## src/rtl/halt_dump_ctrl_pkg.sv

```systemverilog
// Shared definitions for halt_dump_ctrl: FSM states, halt encoding,
// default sizing, and the dump payload layout.
package halt_dump_ctrl_pkg;

    localparam int unsigned DATA_W = 32;
    localparam int unsigned IDX_W  = 9;
    localparam int unsigned CNT_W  = 32;

    localparam int unsigned DEPTH_DEF        = 512;
    localparam int unsigned DRAIN_CYCLES_DEF = 4;
    localparam int unsigned MAX_CYCLES_DEF   = 100000;

    localparam logic [DATA_W-1:0] HALT_WORD_DEF = 32'h0000_0001;

    typedef enum logic [2:0] {
        ST_RUN,
        ST_DRAIN,
        ST_READ,
        ST_PRESENT,
        ST_DONE
    } state_t;

    // One dumped RAM word together with its address.
    typedef struct packed {
        logic [DATA_W-1:0] data;
        logic [IDX_W-1:0]  index;
    } dump_word_t;

endpackage

```

## src/rtl/halt_dump_ctrl.sv

```systemverilog
// halt_dump_ctrl: runs until the CPU decodes the halt word (or a cycle
// timeout), drains the pipeline, freezes the CPU, then streams the whole
// data RAM out over a valid/ready port in ascending address order.
//
// Ports:
//   clock, reset_n         clock and asynchronous active-low reset
//   instr_d                decode-stage instruction (watched only in RUN)
//   cpu_freeze             holds the CPU once the drain has completed
//   mem_addr / mem_rdata   data-RAM read port (data valid one cycle later)
//   dump_valid/ready/data/index  dump stream with handshake
//   cycle_count            clocks spent in RUN and DRAIN (saturating)
//   timeout, done          sticky status flags
module halt_dump_ctrl
    import halt_dump_ctrl_pkg::*;
#(
    parameter int unsigned       DEPTH        = DEPTH_DEF,
    parameter int unsigned       DRAIN_CYCLES = DRAIN_CYCLES_DEF,
    parameter int unsigned       MAX_CYCLES   = MAX_CYCLES_DEF,
    parameter logic [DATA_W-1:0] HALT_WORD    = HALT_WORD_DEF
) (
    input  logic              clock,
    input  logic              reset_n,
    input  logic [DATA_W-1:0] instr_d,
    output logic              cpu_freeze,
    output logic [IDX_W-1:0]  mem_addr,
    input  logic [DATA_W-1:0] mem_rdata,
    output logic              dump_valid,
    input  logic              dump_ready,
    output logic [DATA_W-1:0] dump_data,
    output logic [IDX_W-1:0]  dump_index,
    output logic [CNT_W-1:0]  cycle_count,
    output logic              timeout,
    output logic              done
);

    // DEPTH must not exceed 2**IDX_W; the index counter is IDX_W bits.
    localparam int unsigned       DRN_W    = (DRAIN_CYCLES > 1) ? $clog2(DRAIN_CYCLES) : 1;
    localparam logic [DRN_W-1:0]  DRN_LAST = DRN_W'(DRAIN_CYCLES - 1);
    localparam logic [CNT_W-1:0]  MAX_LAST = CNT_W'(MAX_CYCLES - 1);
    localparam logic [IDX_W-1:0]  IDX_LAST = IDX_W'(DEPTH - 1);

    state_t           r_state,       w_state_nxt;
    logic [CNT_W-1:0] r_cycle_count, w_cycle_count_nxt;
    logic [DRN_W-1:0] r_drain_cnt,   w_drain_cnt_nxt;
    logic [IDX_W-1:0] r_index,       w_index_nxt;
    logic [IDX_W-1:0] r_mem_addr,    w_mem_addr_nxt;
    dump_word_t       r_dump,        w_dump_nxt;
    logic             r_dump_valid,  w_dump_valid_nxt;
    logic             r_cpu_freeze,  w_cpu_freeze_nxt;
    logic             r_timeout,     w_timeout_nxt;
    logic             r_done,        w_done_nxt;
    logic [CNT_W-1:0] w_cycle_inc;

    // State and datapath registers.
    always_ff @(posedge clock or negedge reset_n) begin
        if (!reset_n) begin
            r_state       <= ST_RUN;
            r_cycle_count <= '0;
            r_drain_cnt   <= '0;
            r_index       <= '0;
            r_mem_addr    <= '0;
            r_dump        <= '0;
            r_dump_valid  <= 1'b0;
            r_cpu_freeze  <= 1'b0;
            r_timeout     <= 1'b0;
            r_done        <= 1'b0;
        end else begin
            r_state       <= w_state_nxt;
            r_cycle_count <= w_cycle_count_nxt;
            r_drain_cnt   <= w_drain_cnt_nxt;
            r_index       <= w_index_nxt;
            r_mem_addr    <= w_mem_addr_nxt;
            r_dump        <= w_dump_nxt;
            r_dump_valid  <= w_dump_valid_nxt;
            r_cpu_freeze  <= w_cpu_freeze_nxt;
            r_timeout     <= w_timeout_nxt;
            r_done        <= w_done_nxt;
        end
    end

    // Next-state and next-output logic.
    always_comb begin
        w_state_nxt       = r_state;
        w_cycle_count_nxt = r_cycle_count;
        w_drain_cnt_nxt   = r_drain_cnt;
        w_index_nxt       = r_index;
        w_mem_addr_nxt    = r_mem_addr;
        w_dump_nxt        = r_dump;
        w_dump_valid_nxt  = r_dump_valid;
        w_cpu_freeze_nxt  = r_cpu_freeze;
        w_timeout_nxt     = r_timeout;
        w_done_nxt        = r_done;

        // Saturating increment, used only while running or draining.
        w_cycle_inc = (r_cycle_count == '1) ? r_cycle_count : r_cycle_count + CNT_W'(1);

        unique case (r_state)
            ST_RUN: begin
                w_cycle_count_nxt = w_cycle_inc;
                // Halt word has priority over a coincident timeout.
                if (instr_d == HALT_WORD) begin
                    w_state_nxt     = ST_DRAIN;
                    w_drain_cnt_nxt = '0;
                end else if (r_cycle_count == MAX_LAST) begin
                    w_state_nxt     = ST_DRAIN;
                    w_drain_cnt_nxt = '0;
                    w_timeout_nxt   = 1'b1;
                end
            end
            ST_DRAIN: begin
                w_cycle_count_nxt = w_cycle_inc;
                if (r_drain_cnt == DRN_LAST) begin
                    w_state_nxt      = ST_READ;
                    w_cpu_freeze_nxt = 1'b1;
                    w_mem_addr_nxt   = r_index;
                end else begin
                    w_drain_cnt_nxt = r_drain_cnt + DRN_W'(1);
                end
            end
            ST_READ: begin
                // RAM data for r_mem_addr is valid on this edge.
                w_state_nxt      = ST_PRESENT;
                w_dump_nxt.data  = mem_rdata;
                w_dump_nxt.index = r_mem_addr;
                w_dump_valid_nxt = 1'b1;
            end
            ST_PRESENT: begin
                if (r_dump_valid && dump_ready) begin
                    w_dump_valid_nxt = 1'b0;
                    if (r_dump.index == IDX_LAST) begin
                        w_state_nxt = ST_DONE;
                        w_done_nxt  = 1'b1;
                    end else begin
                        w_state_nxt    = ST_READ;
                        w_index_nxt    = r_index + IDX_W'(1);
                        w_mem_addr_nxt = r_index + IDX_W'(1);
                    end
                end
            end
            ST_DONE: begin
                w_dump_valid_nxt = 1'b0;
            end
            default: begin
                w_state_nxt = ST_RUN;
            end
        endcase
    end

    assign cpu_freeze  = r_cpu_freeze;
    assign mem_addr    = r_mem_addr;
    assign dump_valid  = r_dump_valid;
    assign dump_data   = r_dump.data;
    assign dump_index  = r_dump.index;
    assign cycle_count = r_cycle_count;
    assign timeout     = r_timeout;
    assign done        = r_done;

endmodule
```

## config.mk

```make
export PLATFORM = sky130hd
export DESIGN_NAME = halt_dump_ctrl
export DESIGN_NICKNAME = d
export VERILOG_FILES = /design/src/rtl/halt_dump_ctrl_pkg.sv /design/src/rtl/halt_dump_ctrl.sv
export SDC_FILE = /design/constraint.sdc
export NUM_CORES = 1
export LEC_CHECK = 0
export ABC_CLOCK_PERIOD_IN_PS = 3200
export CORE_AREA = 3 3 100 102
export CTS_CLUSTER_SIZE = 8
export DETAILED_ROUTE_END_ITERATION = 10
export DIE_AREA = 0 0 103 105
export PLACE_DENSITY = 0.83
export SLEW_MARGIN = 10
export SYNTH_ARGS = -nofsm -noshare
export SYNTH_HDL_FRONTEND = slang
export SYNTH_SLANG_ARGS = --single-unit
```

## constraint.sdc

```tcl
create_clock -name clock -period 3.2 [get_ports clock]
set_clock_uncertainty 0.15 [all_clocks]
set_input_delay 0.32 -clock clock [delete_from_list [all_inputs] [get_ports clock]]
set_output_delay 0.32 -clock clock [all_outputs]
set_load 0.03 [all_outputs]
```

==> qor.yml <==
outcome: "completed"
hold_slack_ns: 0.330
start_kind: "flip-flop"
whs_endpoint: "done"
crit_path_end_kind: "flip-flop"
cts_made_buffers: 9
vias: 3558
hold_path_depth: 1
antennaDiodeCount: 0
ys.flop_type: "dfrtp_1"
grt_antenna_before_repair: 0
synth_edf_count: 0
multiInputGateArea_mm2: 0.00202
slew_headroom: 0.338
drc: 0
grtUsageTotal: 0.198
fillers: 699
synth_top_area_share: 0.544
dp.final_hpwl_mm: 8.02
reg2reg_to: "cycle_count[1]"
postRouteAntennaNets: 0
period_share: 0.816
design_area_mm2: 0.00641
cts.path.max_buffers: 2
crit_arrival_ns: 2.71
gp_congestion: 0.845
fp-row-count: 35
powerDensity_mw_per_mm2: 330
post_cts_buffers: 0
boundaryPins: 153
avgRoutedWirePerCell_um: 15.8
cap_violations: 0
root_buffer: "clkbuf_8"
vdd_drop_max_mv: 0.190
r2r_start: "cycle_count[0]"
synthCells: 388
stdcell_count: 659
place_area_mm2: 0.00622
synth_nets: 458
grt-ovfl-total: 0
numClockSinks: 100
seq_area_mm2: 0.00250
utilization: 0.698
holdCritStartpoint: "done"
core-area_mm2: 0.00920
fp.dieH_um: 105
r2r_cells: 5
crit_type: "reg -> reg"
grt_pass1_wl_mm: 17.2
worst_pin_slew_ns: 0.989
fmaxAchievable_ghz: 0.383
nets: 613
drt_iter0_markers: 100
fin_setup_tns_ns: 0
maxSlewViolCount: 0
synth-seq-cells: 100
vias_per_cell: 5.40
start_util: 0.500
htreeDepth: 3
die-area_mm2: 0.0108
setup_viol: 0
yosysSeqAreaShare: 0.544
cts_tree: "built"
synthArstFlopShare: 1.00
grt_pass1_vias: 3532
grt_max_degree: 57
finalWirelength_mm: 10.4
drt_pass1_iterations: 4
synth.largest_area_cell: "dfrtp_1"
cp_max_fo: 11
leakagePower_nw: 2.80
min_period_ns: 2.61
rrSetupSlack_ns: 0.59
finalHoldViolCount: 0
die_width_um: 103
min_path_type: "reg -> reg"
place_inst: 642
placement.io_buffers: 152
ys_warn_count: 0
area_delta_synth_final_pct: 39.5
required_ns: 3.30
clkSlewWorstSetupHoldPaths_ns: 0.10
postSynthAreaPerCell_um2: 11.9
rsz0062_at_grt: "no"
yosys-top-cells-area: "dfrtp_1 (54%), mux2_2 (11%), xnor2_1 (4.6%), xor2_1 (4.2%), nand4_1 (3.0%)"
netlist_area_mm2: 0.00460
layout-drive-gt1-share: 0.153
clk_latency_ns: 0.37
yosys.cell_types.count: 46
-- worst max-delay path, cell delays in order (launching register included) --
cell	delay, ns
dfrtp_1	0.43
ha_1	0.24
and4_1	0.26
and2_1	0.20
a31oi_1	0.81
mux2_2	0.41
-- layer usage --
layer,track usage,vias to the layer above,part of all wire
met5,0,-,0
met4,0.0749,0,0.017
met3,0.0367,15,0.069
met2,0.330,128,0.48
met1,0.252,1711,0.43
li1,-,1704,-
-- stage by stage --
step / worst slack [ns] / power, W
floorplan: 1.03 / 0.00129
global placement: 0.695 / 0.00140
detailed placement: 0.627 / 0.00140
CTS: 0.598 / 0.00215
global route: 0.311 / 0.00220
finish: 0.588 / 0.00212
-- layout make-up --
cell class	count	area share
Sequential cell	100	0.390
Multi-Input combinational cell	271	0.314
Timing Repair Buffer	157	0.243
Tap cell	111	0.0217
Clock buffer	9	0.0193
Clock inverter	7	0.00917
Inverter	4	0.00234
-- timing repair --
action	4_1_cts	5_1_grt
hold endpoints to repair	54	0
hold buffers	1	0
resized for setup	0	0
-- cell usage in the layout, fill, tap and decap left out, types with 2 or more instances in the layout --
master           synthesis  final
a31oi_1                  4      4
and3_2                   2      2
ha_1                     3      3
and4_1                   4      4
clkbuf_8                 0      9
nand4_1                 22     22
clkinv_4                 0      3
nand2_1                 30     30
clkdlybuf4s50_1          0    151
o21ai_0                  3      3
a21oi_1                  9      9
a22o_1                   3      3
buf_4                    0      5
nor4_4                   3      3
nor4b_1                  2      2
and3_1                   4      4
xor2_1                  22     22
nor4_1                  11     11
nor2_1                  23     23
xnor2_1                 24     24
and4_2                   2      2
nand3_1                 20     20
dfrtp_1                100    100
mux2_2                  44     44
inv_1                    4      4
nor2b_1                  3      2
nor3_1                  11     11
and2_1                   2      2
o21bai_1                 2      2
-- synthesized netlist by cell type, types with 2 or more instances --
cell and number:
dfrtp_1 100, mux2_2 44, nand2_1 30, xnor2_1 24
nor2_1 23, nand4_1 22, xor2_1 22, nand3_1 20
nor3_1 11, nor4_1 11, a21oi_1 9, buf_2 6
clkbuf_1 5, a31oi_1 4, and3_1 4, and4_1 4
inv_1 4, a22o_1 3, ha_1 3, nor2b_1 3
nor4_4 3, o21ai_0 3, and2_1 2, and3_2 2
and4_2 2, buf_6 2, nor4b_1 2, o21bai_1 2
-- state kept, by name, indices dropped and copies added, names as in the netlist --
| register | flops |
|---|---|
| cycle_count | 32 |
| dump_data | 32 |
| dump_index | 9 |
| mem_addr | 9 |
| r_index | 9 |
| r_state | 3 |
| r_drain_cnt | 2 |
| cpu_freeze | 1 |
| done | 1 |
| dump_valid | 1 |
| timeout | 1 |
-- worst max-delay path by stage --
stage / end / slack (ns) / from
CTS: cycle_count[7] / 0.60 / cycle_count[0]
global route: cycle_count[15] / 0.31 / cycle_count[0]
detailed placement: cycle_count[7] / 0.63 / cycle_count[0]
floorplan: cycle_count[3] / 1.03 / cycle_count[0]
global placement: cycle_count[1] / 0.69 / cycle_count[0]
finish: cycle_count[1] / 0.59 / cycle_count[0]
-- where the power goes --
group          switching [W]  internal, W  leakage, nW  total [W]
combinational      0.0000368    0.0000735         1.38   0.000110
clock               0.000450     0.000293       0.0917   0.000744
sequential      0.0000000126      0.00126         1.34    0.00126
-- kinds of logic after synthesis --
kind of cell	Yosys count	synth area share
fa+ha+maj	3	0.00816
mux	44	0.108
compound gates	28	0.0435
xor+xnor	46	0.0876
simple gates	150	0.190
flops	100	0.544
buf+inv	17	0.0188
Note: power is estimated with default switching activity, not from simulation.
